[config.mk]
export PLATFORM = sky130hd
export DESIGN_NAME = bfly_sched
export DESIGN_NICKNAME = d
export VERILOG_FILES = /design/src/rtl/bfly_sched.sv
export SDC_FILE = /design/constraint.sdc
export NUM_CORES = 1
export LEC_CHECK = 0
export ABC_AREA = 1
export BUFFER_PORTS_ARGS = -buffer_cell sky130_fd_sc_hd__clkbuf_2
export CAP_MARGIN = 20
export CORE_UTILIZATION = 45
export CTS_CLUSTER_DIAMETER = 80
export DETAILED_ROUTE_END_ITERATION = 8
export HOLD_SLACK_MARGIN = 0.15
export PLACE_DENSITY_LB_ADDON = 0.05
export SLEW_MARGIN = 20
export SYNTH_ARGS = -nofsm -noshare
export SYNTH_HDL_FRONTEND = slang
export SYNTH_SLANG_ARGS = --single-unit
[constraint.sdc]
create_clock -name clk -period 1.6 [get_ports clk]
set_clock_uncertainty 0.15 [all_clocks]
set_input_delay 0.16 -clock clk [delete_from_list [all_inputs] [get_ports clk]]
set_output_delay 0.16 -clock clk [all_outputs]
set_load 0.02 [all_outputs]
[src/rtl/bfly_sched.sv]
// bfly_sched: frame-level scheduler for the radix-2 butterfly add/subtract stage.
// Sequences din1/din2 bank loads from the upstream stream, presents each
// butterfly result downstream, and walks pair/stage indices across a frame.
// Optional stall counter: define BFLY_SCHED_STALL_CNT_EN to add stall_cnt.
module bfly_sched #(
   parameter int NUM_PAIRS  = 16,
   parameter int NUM_STAGES = 9,
   parameter int PW         = $clog2(NUM_PAIRS),
   parameter int SW         = (NUM_STAGES > 1) ? $clog2(NUM_STAGES) : 1
) (
   input  logic          clk,
   input  logic          rst,
   input  logic          start,
   input  logic          abort,
   input  logic          in_valid,
   output logic          in_ready,
   output logic          ld1_en,
   output logic          ld2_en,
   output logic          out_valid,
   input  logic          out_ready,
   output logic [PW-1:0] pair_idx,
   output logic [SW-1:0] stage_idx,
   output logic          busy,
   output logic          frame_done
`ifdef BFLY_SCHED_STALL_CNT_EN
   ,
   output logic [15:0]   stall_cnt
`endif
);

   typedef enum logic [1:0] {IDLE, LOAD1, LOAD2, EXEC} state_t;

   localparam logic [PW-1:0] LAST_PAIR  = PW'(NUM_PAIRS - 1);
   localparam logic [SW-1:0] LAST_STAGE = SW'(NUM_STAGES - 1);

   state_t r_state;
   state_t w_state_nxt;
   logic   w_start_acc;
   logic   w_abort_acc;
   logic   w_adv;
   logic   w_done;
   logic   w_last_pair;
   logic   w_last_stage;

   assign w_last_pair  = (pair_idx == LAST_PAIR);
   assign w_last_stage = (stage_idx == LAST_STAGE);

   // State register
   always_ff @(posedge clk or posedge rst) begin
      if (rst) r_state <= IDLE;
      else     r_state <= w_state_nxt;
   end

   // Next-state and handshake decode; abort overrides any same-cycle advance
   always_comb begin
      w_state_nxt = r_state;
      in_ready    = 1'b0;
      ld1_en      = 1'b0;
      ld2_en      = 1'b0;
      out_valid   = 1'b0;
      busy        = (r_state != IDLE);
      w_start_acc = 1'b0;
      w_abort_acc = 1'b0;
      w_adv       = 1'b0;
      w_done      = 1'b0;
      case (r_state)
         IDLE: begin
            if (start) begin
               w_start_acc = 1'b1;
               w_state_nxt = LOAD1;
            end
         end
         LOAD1: begin
            in_ready = 1'b1;
            ld1_en   = in_valid;
            if (in_valid) w_state_nxt = LOAD2;
         end
         LOAD2: begin
            in_ready = 1'b1;
            ld2_en   = in_valid;
            if (in_valid) w_state_nxt = EXEC;
         end
         EXEC: begin
            out_valid = 1'b1;
            if (out_ready) begin
               w_adv = 1'b1;
               if (w_last_pair && w_last_stage) begin
                  w_done      = 1'b1;
                  w_state_nxt = IDLE;
               end else begin
                  w_state_nxt = LOAD1;
               end
            end
         end
         default: w_state_nxt = IDLE;
      endcase
      if (abort && (r_state != IDLE)) begin
         w_abort_acc = 1'b1;
         w_adv       = 1'b0;
         w_done      = 1'b0;
         w_state_nxt = IDLE;
      end
   end

   // Pair/stage indices and the completion pulse
   always_ff @(posedge clk or posedge rst) begin
      if (rst) begin
         pair_idx   <= '0;
         stage_idx  <= '0;
         frame_done <= 1'b0;
      end else begin
         frame_done <= w_done;
         if (w_start_acc || w_abort_acc) begin
            pair_idx  <= '0;
            stage_idx <= '0;
         end else if (w_adv) begin
            if (w_last_pair) begin
               pair_idx <= '0;
               if (w_last_stage) stage_idx <= '0;
               else              stage_idx <= stage_idx + 1'b1;
            end else begin
               pair_idx <= pair_idx + 1'b1;
            end
         end
      end
   end

`ifdef BFLY_SCHED_STALL_CNT_EN
   logic w_stall;

   // A stall is any cycle waiting on upstream data or downstream acceptance
   always_comb begin
      w_stall = (((r_state == LOAD1) || (r_state == LOAD2)) && !in_valid) ||
                ((r_state == EXEC) && !out_ready);
   end

   // Saturating stall counter, cleared when a frame starts
   always_ff @(posedge clk or posedge rst) begin
      if (rst)                                      stall_cnt <= '0;
      else if (w_start_acc)                         stall_cnt <= '0;
      else if (w_stall && (stall_cnt != 16'hFFFF))  stall_cnt <= stall_cnt + 1'b1;
   end
`endif

endmodule

# Yosys cells after proc, flatten, opt, wreduce, memory -nomap -nowiden
# Index checks and enable logic that the tools add are counted.
dict set report classes {
  n_addsub 2
  n_eq_ne 9
  n_mux 28
  reduce_logical 10
}
# operator count
set op_table {}
lappend op_table {{2-to-1 mux 4 bit} 7}
lappend op_table {{2-to-1 mux 1 bit} 15}
lappend op_table {{inequality test 3 bit (second input constant)} 4}
lappend op_table {{2-to-1 mux 2 bit} 5}
lappend op_table {{adder 4 x 1 -> 4 bit (second input constant)} 2}
lappend op_table {{== test 4 bit (second input constant)} 2}
lappend op_table {{case mux 2 bit (4 select lines)} 1}
lappend op_table {{nonzero test 2 bit} 3}
lappend op_table {{== test 2 bit (second input constant)} 2}
lappend op_table {{AND reduction 4 bit} 1}
lappend op_table {{== test 2 x 1 -> 1 bit (second input constant)} 1}
lappend op_table {{logical AND 1 bit} 2}
lappend op_table {{logical NOT 2 bit} 1}
lappend op_table {{AND reduction 2 bit} 1}
lappend op_table {{OR reduction 2 bit} 1}
lappend op_table {{logical OR 1 bit} 1}
dict set report word_totals {
  register_bits 11
  output_inout_bits 14
  word_cells 53
}

# Longest topological paths before layout
dict set report depth {
  word_depth 6
  depth_mapped 9
  ltp_nobuf 9
}

# Least setup slack after synthesis
# Ideal clock, no wire load.
dict set report synth_path {
  path_type {flip-flop to flip-flop}
  from {register r_state[1]}
  to {register stage_idx[0]}
  arrival_time_ns 1.239
  path_slack_ns 0.093
  stages_incl_launch_ff 7
  path_buffers 0
  synth_period_minus_slack_ns 1.507
  cell_sequence {dfrtp_1 -> ha_1 -> nand2_4 -> o21ai_4 -> inv_2 -> nand2_1 -> o21ai_2}
}
dict set report synth_via {
  elab_chain_cells 6
  word_cells_on_any_way 13
}
# element line_no
set synth_lines {}
lappend synth_lines {{from (decl)} 36} ;# state_t r_state;
lappend synth_lines {{from (signal assigned)} 51} ;# else r_state <= w_state_nxt;
lappend synth_lines {{nonzero test 2 bit} 97} ;# if (abort && (r_state != IDLE)) begin
lappend synth_lines {{logical AND 1 bit} 97}
lappend synth_lines {{2-to-1 mux 1 bit} 97}
lappend synth_lines {{logical OR 1 bit} 113} ;# if (w_start_acc || w_abort_acc) begin
lappend synth_lines {{nonzero test 2 bit (no source line)} --}
lappend synth_lines {{AND reduction 2 bit (no source line)} --}
lappend synth_lines {{to (signal assigned)} 120} ;# else stage_idx <= stage_idx + 1'b1;
lappend synth_lines {{to (decl)} 22} ;# output logic [SW-1:0] stage_idx,
# Parallel ways exist; a longest one is shown, timed or not.
# A chain may end at the register's enable or synchronous reset.

# Final worst setup path
dict set report layout_path {
  from {register r_state[1]}
  to {output ld1_en}
}
dict set report layout_via {
  elab_chain_cells 2
}
# element line_no
set layout_lines {}
lappend layout_lines {{== test 2 x 1 -> 1 bit} 66} ;# case (r_state)
lappend layout_lines {{2-to-1 mux 1 bit} 66}
lappend layout_lines {{to (decl)} 17} ;# output logic ld1_en,
# No other way between the ends.

==> flow_summary.yaml <==
yosys:
  yosysTopAreaCell: "dfrtp_1"
  synth_top_family_by_area: "simple AND/OR/NAND/NOR gates"
  yosys.area_share.adder_pct: 11.59
  synth_compound_area_share_pct: 10.43
  syn_inst: 98
  synth_area_leaders: "dfrtp_1 (36%), ha_1 (12%), nand2_1 (11%), inv_1 (8.4%), nor2_1 (4.5%)"
  yosysWarnings: 0
  synth_nets: 111
  synthMuxAreaShare_pct: 0
  syn-cell-area_um2: 755.7
  synthXorXnorAreaFrac_pct: 2.318
  yosysTopAreaCellShare_pct: 36.42
  synth_cell_types: 21
  syn_area_per_cell_um2: 7.711
  ys_seq_elements: 11
  synth_seq_area_share_pct: 36.42
  synthSimpleGateAreaFrac_pct: 29.80
placement:
  io_buffers: 19
  place_ws_ns: 0.03145
  hpwl_um: 1087
  gp_congestion: 0.8335
setup_path:
  cp.arrival_ns: 1.21
  critPathCaptureType: "output pin"
  critical_path_peak_fanout: 5
  ff2ff_setup_slack_ns: 0.11
  crit_family: "flip-flops"
  cp_data_required_time_ns: 1.29
  cp_cell_sequence: "inv_2, ha_1, nand2_1, inv_1, buf_4"
  slowest_stage: "dfrtp_2"
  r2r-start: "r_state[1]"
  reg2regPathDepth: 6
  crit_buf_inv: 3
  startpoint_type: "flop"
  r2r_end: "stage_idx[0]"
  path_class: "reg2out"
  critPathMaxStageDelay_ns: 0.45
final_layout:
  final_layout_size_suffix_gt1_share_pct: 34.88
  syn2layout_area_growth_pct: 30.63
  final_common_cell: "nand2_1"
  finish.utilization_pct: 64.04
  finalNetCount: 143
  final_cell_mix: "nand2_1 (23), clkbuf_2 (16), inv_1 (15)"
  diodes: 0
power:
  switchingPower_uw: 738.1
  swShare_pct: 46.30
  pwr-share-comb_pct: 61.1
  ir_drop_v: 0.0008463
  power_leakage_uw: 0.0005542
  power_frac_seq_pct: 27.2
  p_per_area_nw_per_um2: 1615
  clkPwrFrac_pct: 11.7
  internal-power_uw: 856.0
die:
  coreArea_um2: 1541
  rows: 14
  top_level_ports: 20
  start_util_pct: 49.03
  die_h_um: 42.98
  die_x_um: 42.98
  die_area_um2: 1847
route:
  wl_per_cell_um: 10.48
  drt_wl_total_um: 1519
  drtAntennaViolNets: 0
  drtPass1Iterations: 4
  drcViolationCount: 0
  avgViaCountPerCell: 4.876
  drtIter0Drc: 11
  dr_total_vias: 707
clock_network:
  cts_made_buffers: 3
  clkTransAtPathRegs_ns: 0.07
  clockRootBuffer: "clkbuf_4"
  cts_tree: "built"
  insertion_delay_ns: 0.27
  h-tree-depth: 1
  cts_buffer_depth: 2
  cts.sinks: 11
min_path:
  worstHoldPathType: "in2reg"
  whs_path_depth: 4
  hold_start: "abort"
  hold_end: "frame_done"
sta:
  tightest_slew_ns: 0.4304
  setup_violations: 0
  fin_setup_tns_ns: 0
  slew_headroom_pct: 71.27
  min_period_over_period_pct: 94.97
  period_needed_ns: 1.519
  worst_slack_ns: 0.08051
  hold_slack_ns: 0.1718
  finalMaxSlewViolations: 0
  hold_viol: 0
  max_freq_ghz: 0.6581
grt:
  grt_overflow: 0
  grt_max_degree: 12
  grt_pass1_vias: 585
  grt_antenna_before_repair: 0
  grt_pass1_wl_um: 2401
  grt_util_all_layers_pct: 17.40
status:
  status: "finished, final reports clean"
run:
  cap_violations: 0
## how the worst max path moves through the flow
stage / startpoint / endpoint / slack [ns] / depth (start not counted)
floorplan: r_state[1] / stage_idx[0] / 0.09 / 6
global placement: r_state[0] / stage_idx[1] / 0.08 / 7
detailed placement: r_state[0] / stage_idx[0] / 0.03 / 9
CTS: r_state[0] / busy / 0.01 / 4
global route: r_state[1] / ld1_en / -0.003 / 5
finish: r_state[1] / ld1_en / 0.08 / 5
## through the flow
| stage | power (µW) | cells | instance area, µm² |
|---|---|---|---|
| floorplan | 1028 | 98 | 755.7 |
| global placement | 1237 | 134 | 878.3 |
| detailed placement | 1242 | 134 | 878.3 |
| CTS | 1437 | 140 | 925.9 |
| global route | 1729 | 145 | 987.2 |
| finish | 1594 | 145 | 987.2 |
## metal layers
layer | vias to the layer above | routed length [µm] | track usage (%)
li1 | 368 | - | -
met1 | 323 | 717 | 23.12
met2 | 14 | 710 | 26.36
met3 | 2 | 80 | 6.383
met4 | 0 | 10 | 5.455
met5 | - | 0 | 0
## cells in the mapped netlist, drive strengths merged
master	count
nand2	27
inv	19
dfrtp	11
nor2	10
ha	7
nand3	7
o21ai	6
a21oi	3
nand4	3
nor3	1
o21a	1
o21bai	1
xnor2	1
xor2	1
## sequential cells by signal, indices dropped and copies added (netlist names)
register,flops
r_state,2
frame_done,1
pair_idx,4
stage_idx,4
## worst reg2reg max path: cells and delay by family, from the launching register on
kind,cells,cell delay (ns)
DFF,1,0.42
AOI/OAI and AO/OA,2,0.27
buffers and inverters,1,0.08
and+or+nand+nor,2,0.19
adders and majority gates,1,0.28
## area by class of cell
class,instances,area (µm²)
multi-input combinational,68,424.2
inverter,19,71.32
sequential,11,276.5
fill,137,554.3
timing repair buffer,27,167.7
clock inverter,1,5.005
clock buffer,3,22.52
tap,16,20.02
## power groups by stage
stage          sequential, µW  clock (µW)  combinational (µW)
2_1_floorplan             482           0                 546
3_3_place_gp              431           0                 806
3_5_place_dp              431           0                 811
4_1_cts                   426         195                 816
5_1_grt                   448         207                1070
6_report                  433         186                 975
## what timing repair did
action,CTS,global route
resized for setup,0,12
setup buffers,0,5
hold endpoints to repair,13,0
hold buffers,2,0
setup endpoints to repair,0,14
## logic make-up (layout without fill, tap and decap cells)
kind of cell / count (synthesis) / in the layout
fa+ha+maj: 7 / 7
flops: 11 / 11
compound gates: 11 / 11
xor+xnor: 2 / 2
simple gates: 48 / 48
buf+inv: 19 / 50
Power figures use the tool's default switching activity.
